$ cat src/rtl/serv_bus_arbiter.sv
// Two-master Wishbone arbiter: shares one slave port between the SERV
// instruction bus and data bus. Round-robin on contention, a mandatory
// idle turnaround cycle between grants, and an optional per-transaction
// timeout that terminates a hung access with all-ones read data.
module serv_bus_arbiter #(
    parameter int unsigned TIMEOUT = 255
) (
    input  logic        clk,
    input  logic        i_rst_n,
    // instruction fetch master
    input  logic [31:0] i_ibus_adr,
    input  logic        i_ibus_cyc,
    output logic [31:0] o_ibus_rdt,
    output logic        o_ibus_ack,
    // data master
    input  logic [31:0] i_dbus_adr,
    input  logic [31:0] i_dbus_dat,
    input  logic [3:0]  i_dbus_sel,
    input  logic        i_dbus_we,
    input  logic        i_dbus_cyc,
    output logic [31:0] o_dbus_rdt,
    output logic        o_dbus_ack,
    // shared slave port
    output logic [31:0] o_wb_adr,
    output logic [31:0] o_wb_dat,
    output logic [3:0]  o_wb_sel,
    output logic        o_wb_we,
    output logic        o_wb_cyc,
    input  logic [31:0] i_wb_rdt,
    input  logic        i_wb_ack,
    output logic        o_timeout
);

    // A zero TIMEOUT still needs a 1-bit counter so the declarations stay legal.
    localparam int unsigned   CW       = (TIMEOUT > 0) ? $clog2(TIMEOUT + 1) : 1;
    localparam logic [CW-1:0] CNT_LAST = CW'(TIMEOUT - 1);

    typedef enum logic [1:0] {
        IDLE,
        GNT_I,
        GNT_D
    } state_e;

    typedef enum logic {
        LAST_I,
        LAST_D
    } side_e;

    state_e        state_q, state_d;
    side_e         last_gnt_q, last_gnt_d;
    logic [CW-1:0] cnt_q, cnt_d;

    logic          gnt_cyc;
    logic          wait_expired;
    logic          ack_hit;
    logic          to_hit;
    logic          done;
    logic [31:0]   done_rdt;

    // Request line of whichever master currently owns the slave port.
    always_comb begin
        gnt_cyc = 1'b0;
        case (state_q)
            GNT_I:   gnt_cyc = i_ibus_cyc;
            GNT_D:   gnt_cyc = i_dbus_cyc;
            default: gnt_cyc = 1'b0;
        endcase
    end

    // An abort (owner drops cyc) suppresses both the ack and the timeout.
    assign wait_expired = (TIMEOUT != 0) && (cnt_q == CNT_LAST);
    assign ack_hit      = gnt_cyc & i_wb_ack;
    assign to_hit       = gnt_cyc & ~i_wb_ack & wait_expired;
    assign done         = ack_hit | to_hit;
    assign done_rdt     = ack_hit ? i_wb_rdt : (to_hit ? '1 : '0);
    assign o_timeout    = to_hit;

    // Grant selection, turnaround and wait counting.
    always_comb begin
        state_d    = state_q;
        last_gnt_d = last_gnt_q;
        cnt_d      = cnt_q;
        case (state_q)
            IDLE: begin
                cnt_d = '0;
                if (i_ibus_cyc && i_dbus_cyc) begin
                    if (last_gnt_q == LAST_D) begin
                        state_d    = GNT_I;
                        last_gnt_d = LAST_I;
                    end else begin
                        state_d    = GNT_D;
                        last_gnt_d = LAST_D;
                    end
                end else if (i_ibus_cyc) begin
                    state_d    = GNT_I;
                    last_gnt_d = LAST_I;
                end else if (i_dbus_cyc) begin
                    state_d    = GNT_D;
                    last_gnt_d = LAST_D;
                end
            end
            GNT_I, GNT_D: begin
                if (!gnt_cyc || done) begin
                    state_d = IDLE;
                    cnt_d   = '0;
                end else if (TIMEOUT != 0) begin
                    cnt_d = cnt_q + CW'(1);
                end
            end
            default: begin
                state_d = IDLE;
                cnt_d   = '0;
            end
        endcase
    end

    // Arbiter state registers.
    always_ff @(posedge clk or negedge i_rst_n) begin
        if (!i_rst_n) begin
            state_q    <= IDLE;
            last_gnt_q <= LAST_I;
            cnt_q      <= '0;
        end else begin
            state_q    <= state_d;
            last_gnt_q <= last_gnt_d;
            cnt_q      <= cnt_d;
        end
    end

    // Slave-port mux and completion routing, decoded from the registered state.
    always_comb begin
        o_wb_cyc   = 1'b0;
        o_wb_adr   = '0;
        o_wb_dat   = '0;
        o_wb_sel   = '0;
        o_wb_we    = 1'b0;
        o_ibus_ack = 1'b0;
        o_ibus_rdt = '0;
        o_dbus_ack = 1'b0;
        o_dbus_rdt = '0;
        case (state_q)
            GNT_I: begin
                o_wb_cyc   = 1'b1;
                o_wb_adr   = i_ibus_adr;
                o_wb_sel   = '1;
                o_ibus_ack = done;
                o_ibus_rdt = done_rdt;
            end
            GNT_D: begin
                o_wb_cyc   = 1'b1;
                o_wb_adr   = i_dbus_adr;
                o_wb_dat   = i_dbus_dat;
                o_wb_sel   = i_dbus_sel;
                o_wb_we    = i_dbus_we;
                o_dbus_ack = done;
                o_dbus_rdt = done_rdt;
            end
            default: ;
        endcase
    end

endmodule

$ cat config.mk
export PLATFORM = sky130hd
export DESIGN_NAME = serv_bus_arbiter
export DESIGN_NICKNAME = d
export VERILOG_FILES = /design/src/rtl/serv_bus_arbiter.sv
export SDC_FILE = /design/constraint.sdc
export NUM_CORES = 1
export LEC_CHECK = 0
export ABC_AREA = 1
export CELL_PAD_IN_SITES_DETAIL_PLACEMENT = 2
export CELL_PAD_IN_SITES_GLOBAL_PLACEMENT = 2
export CORE_MARGIN = 3
export CORE_UTILIZATION = 10
export DETAILED_ROUTE_END_ITERATION = 8
export PLACE_DENSITY = 0.95
export REMOVE_ABC_BUFFERS = 1
export SLEW_MARGIN = 20
export SYNTH_ARGS = -nofsm -noshare
export SYNTH_HDL_FRONTEND = slang
export SYNTH_SLANG_ARGS = --single-unit
$ cat constraint.sdc
create_clock -name clk -period 1.8 [get_ports clk]
set_input_delay 0.18 -clock clk [delete_from_list [all_inputs] [get_ports clk]]
set_output_delay 0.18 -clock clk [all_outputs]
set_load 0.03 [all_outputs]
==> qor.yml, run 1 <==
outcome: "complete, but fails checks"
violations: "setup timing"
yosysSeqAreaShare: 0.147
gp_congestion: 0.779
critPathArrivalTime_ns: 2.00
overflow: 0
synthTopCellsByArea: "nand2_1 24%, nor2_1 21%, dfrtp_1 15%"
seqCellArea_um2: 275
place_hpwl_mm: 12.2
synth_top_area_frac: 0.239
die_h_um: 143
place_ws_ns: -0.195
cts_root_buf: "clkbuf_16"
synth-seq-cells: 11
clock_skew_ns: 0.000450
slew_headroom: 0.635
syn2layout_area_growth_pct: 292
async_reset_ff_frac: 1.00
power_mw: 9.72
min_path_type: "primary input to async pin"
grt_antenna_before_repair: 0
crit_path_max_fanout: 33
vias: 3819
wirelength_mm: 21.4
layout_setup_ws_ns: -0.380
max-cap-violations: 0
synth_edf_count: 0
ant_nets: 0
num_rows: 49
grt_max_degree: 34
drc: 0
fin_nets: 838
ir_drop_uv: 851
cts_max_level: 1
pwr_density_cell_nw_per_um2: 1320
end_kind: "output pin"
critPathMaxStageDelay_ns: 0.41
crit_chain: "inv_2, ha_4, nand2_2, nand2_2, nand2_4, a21oi_4, nand2_2, buf_12, nor2_1, buf_4"
worst_skew_pair.late_latency_ns: 0.24
multi_input_area_um2: 2630
synth_warnings: 0
grt_pass1_wl_mm: 28.4
cts_num_sinks: 11
synth_area_leader_cell: "nand2_1"
report.final.slew_viol_count: 0
worst_hold_slack_ns: 0.295
grt_use_total: 0.184
fp.dieW_um: 143
via_per_inst: 4.14
ys_top_cells_by_count: "119 x nand2_1, 107 x nor2_1, 46 x inv_1, 38 x a21oi_1, 11 x dfrtp_1"
fill_cells: 1911
grt_pass1_vias: 4340
fp.coreArea_um2: 18100
timing.fmax_ghz: 0.459
fin_crit_ns: 2.18
synth_area_um2: 1870
num_antenna_cells: 0
clockBufferDepth: 2
drive_gt1_frac: 0.666
cts_buffers: 3
p_leak_nw: 3.47
setup_viol: 126
ys_types: 27
worstSetupPathType: "flip-flop to output pin"
fin_crit_sh: 1.21
syn_inst: 376
hold_viol_final: 0
cts_tree: "yes"
wl_per_cell_um: 23.1
grt_setup_unrepaired: "true"
avgSynthCellArea_um2: 4.97
ios: 275
dieArea_um2: 20400
critPathRequiredTime_ns: 1.62
synth_most_common_cell: "nand2_1"
portBuffers: 274
rrSetupSlack_ns: 0.04
drt_iter0_drc: 69
synthFlopType: "dfrtp_1"
dr.pass1.iters: 4
start_kind: "flip-flop"
cpMostUsedCell: "nand2_2"
initial_core_util: 0.103
clk_pin_slew_ns: 0.04
cp_slowest_cell: "dfrtp_1"
worstMarginPinSlew_ns: 0.545
-- critical path, delay by kind of cell, from the launching register on --
| family | cells | cell delay, ns |
|---|---|---|
| buffers and inverters | 3 | 0.51 |
| and+or+nand+nor | 5 | 0.50 |
| DFF | 1 | 0.41 |
| AOI/OAI and AO/OA | 1 | 0.16 |
| adders and majority gates | 1 | 0.15 |
-- kinds of logic (layout without fill, tap and decap cells) --
| logic type | count (synthesis) | in the layout | synth area share |
|---|---|---|---|
| flip-flops | 11 | 11 | 0.147 |
| adder cells (fa/ha/maj) | 5 | 5 | 0.0334 |
| buffers and inverters | 73 | 391 | 0.181 |
| AO/OA/AOI/OAI | 42 | 42 | 0.121 |
| XOR/XNOR | 2 | 2 | 0.00937 |
| AND/OR/NAND/NOR | 243 | 243 | 0.508 |
-- where the power goes --
group / switching, mW / leakage, nW / total (mW) / internal (mW)
registers: 0.0290 / 0.149 / 0.314 / 0.285
clock network: 0.119 / 0.0382 / 0.418 / 0.298
logic: 4.93 / 3.28 / 8.99 / 4.06
-- timing repair --
| item | in CTS | in global routing |
|---|---|---|
| buffers inserted | 25 | 7 |
| setup endpoints to repair | 137 | 139 |
| pin swaps | 71 | 25 |
| cloned | 13 | 5 |
| hold buffers | 0 | 0 |
| gates resized for setup | 378 | 176 |
-- path summary, 6_finish.rpt --
check	startpoint	end	cells past startpoint
max	state_q[1]	o_ibus_rdt[24]	10
min	i_rst_n	cnt_q[2]	1
max reg2reg	state_q[1]	cnt_q[5]	12
min reg2reg	last_gnt_q	last_gnt_q	2
max in group asynchronous	i_rst_n	cnt_q[3]	1
min in group clk	last_gnt_q	last_gnt_q	2
-- metal layers --
| layer | track usage | up-vias | wire (um) | share of wire |
|---|---|---|---|---|
| li1 | - | 1763 | - | - |
| met1 | 0.195 | 1883 | 7610 | 0.36 |
| met2 | 0.387 | 136 | 12500 | 0.58 |
| met3 | 0.0177 | 37 | 726 | 0.034 |
| met4 | 0.0355 | 0 | 579 | 0.027 |
| met5 | 0 | - | 0 | 0 |
-- layout make-up --
| class | instances | share of cell area |
|---|---|---|
| Clock buffer | 4 | 0.0107 |
| Multi-Input combinational cell | 292 | 0.358 |
| Timing Repair Buffer | 339 | 0.527 |
| Tap cell | 229 | 0.0390 |
| Inverter | 48 | 0.0278 |
| Sequential cell | 11 | 0.0375 |
-- through the flow --
| stage | setup TNS, ns | cell area [um2] | cells | utilization |
|---|---|---|---|---|
| floorplan | -142.76 | 1710 | 351 | - |
| global placement | -1.02 | 4640 | 876 | 0.256 |
| detailed placement | -4.85 | 4640 | 876 | 0.256 |
| CTS | -25.47 | 6660 | 918 | 0.367 |
| global route | -37.65 | 7340 | 923 | 0.405 |
| finish | -27.57 | 7340 | 923 | 0.405 |
-- state kept, by name, summed over array words and instances, names as in the netlist --
| name | count |
|---|---|
| cnt_q | 8 |
| state_q | 2 |
| last_gnt_q | 1 |
-- cell usage in the layout (no fill, tap or decap), types with 2 or more instances in the layout --
cell type	synthesis	layout
inv_1	46	10
clkdlybuf4s50_1	0	137
inv_4	0	3
buf_12	0	18
nor2_4	0	37
a21oi_1	38	2
nand2_4	0	58
nand2_2	6	43
a21oi_2	0	3
buf_4	4	44
buf_6	6	117
nand2_8	0	2
nor3_2	1	3
nand2_1	119	22
buf_8	0	9
inv_2	1	33
nor2_2	1	33
dfrtp_1	11	11
ha_4	0	3
buf_16	0	9
nor2_1	107	38
nand3_1	3	2
a21oi_4	1	34
clkbuf_16	0	7
Note: power is estimated with default switching activity, not from simulation.
==> run 2: changes to the inputs <==
- SLEW_MARGIN: 20 -> 5
==> results of run 2 <==
Final layout, timing and power as in run 1 (identical DEF).
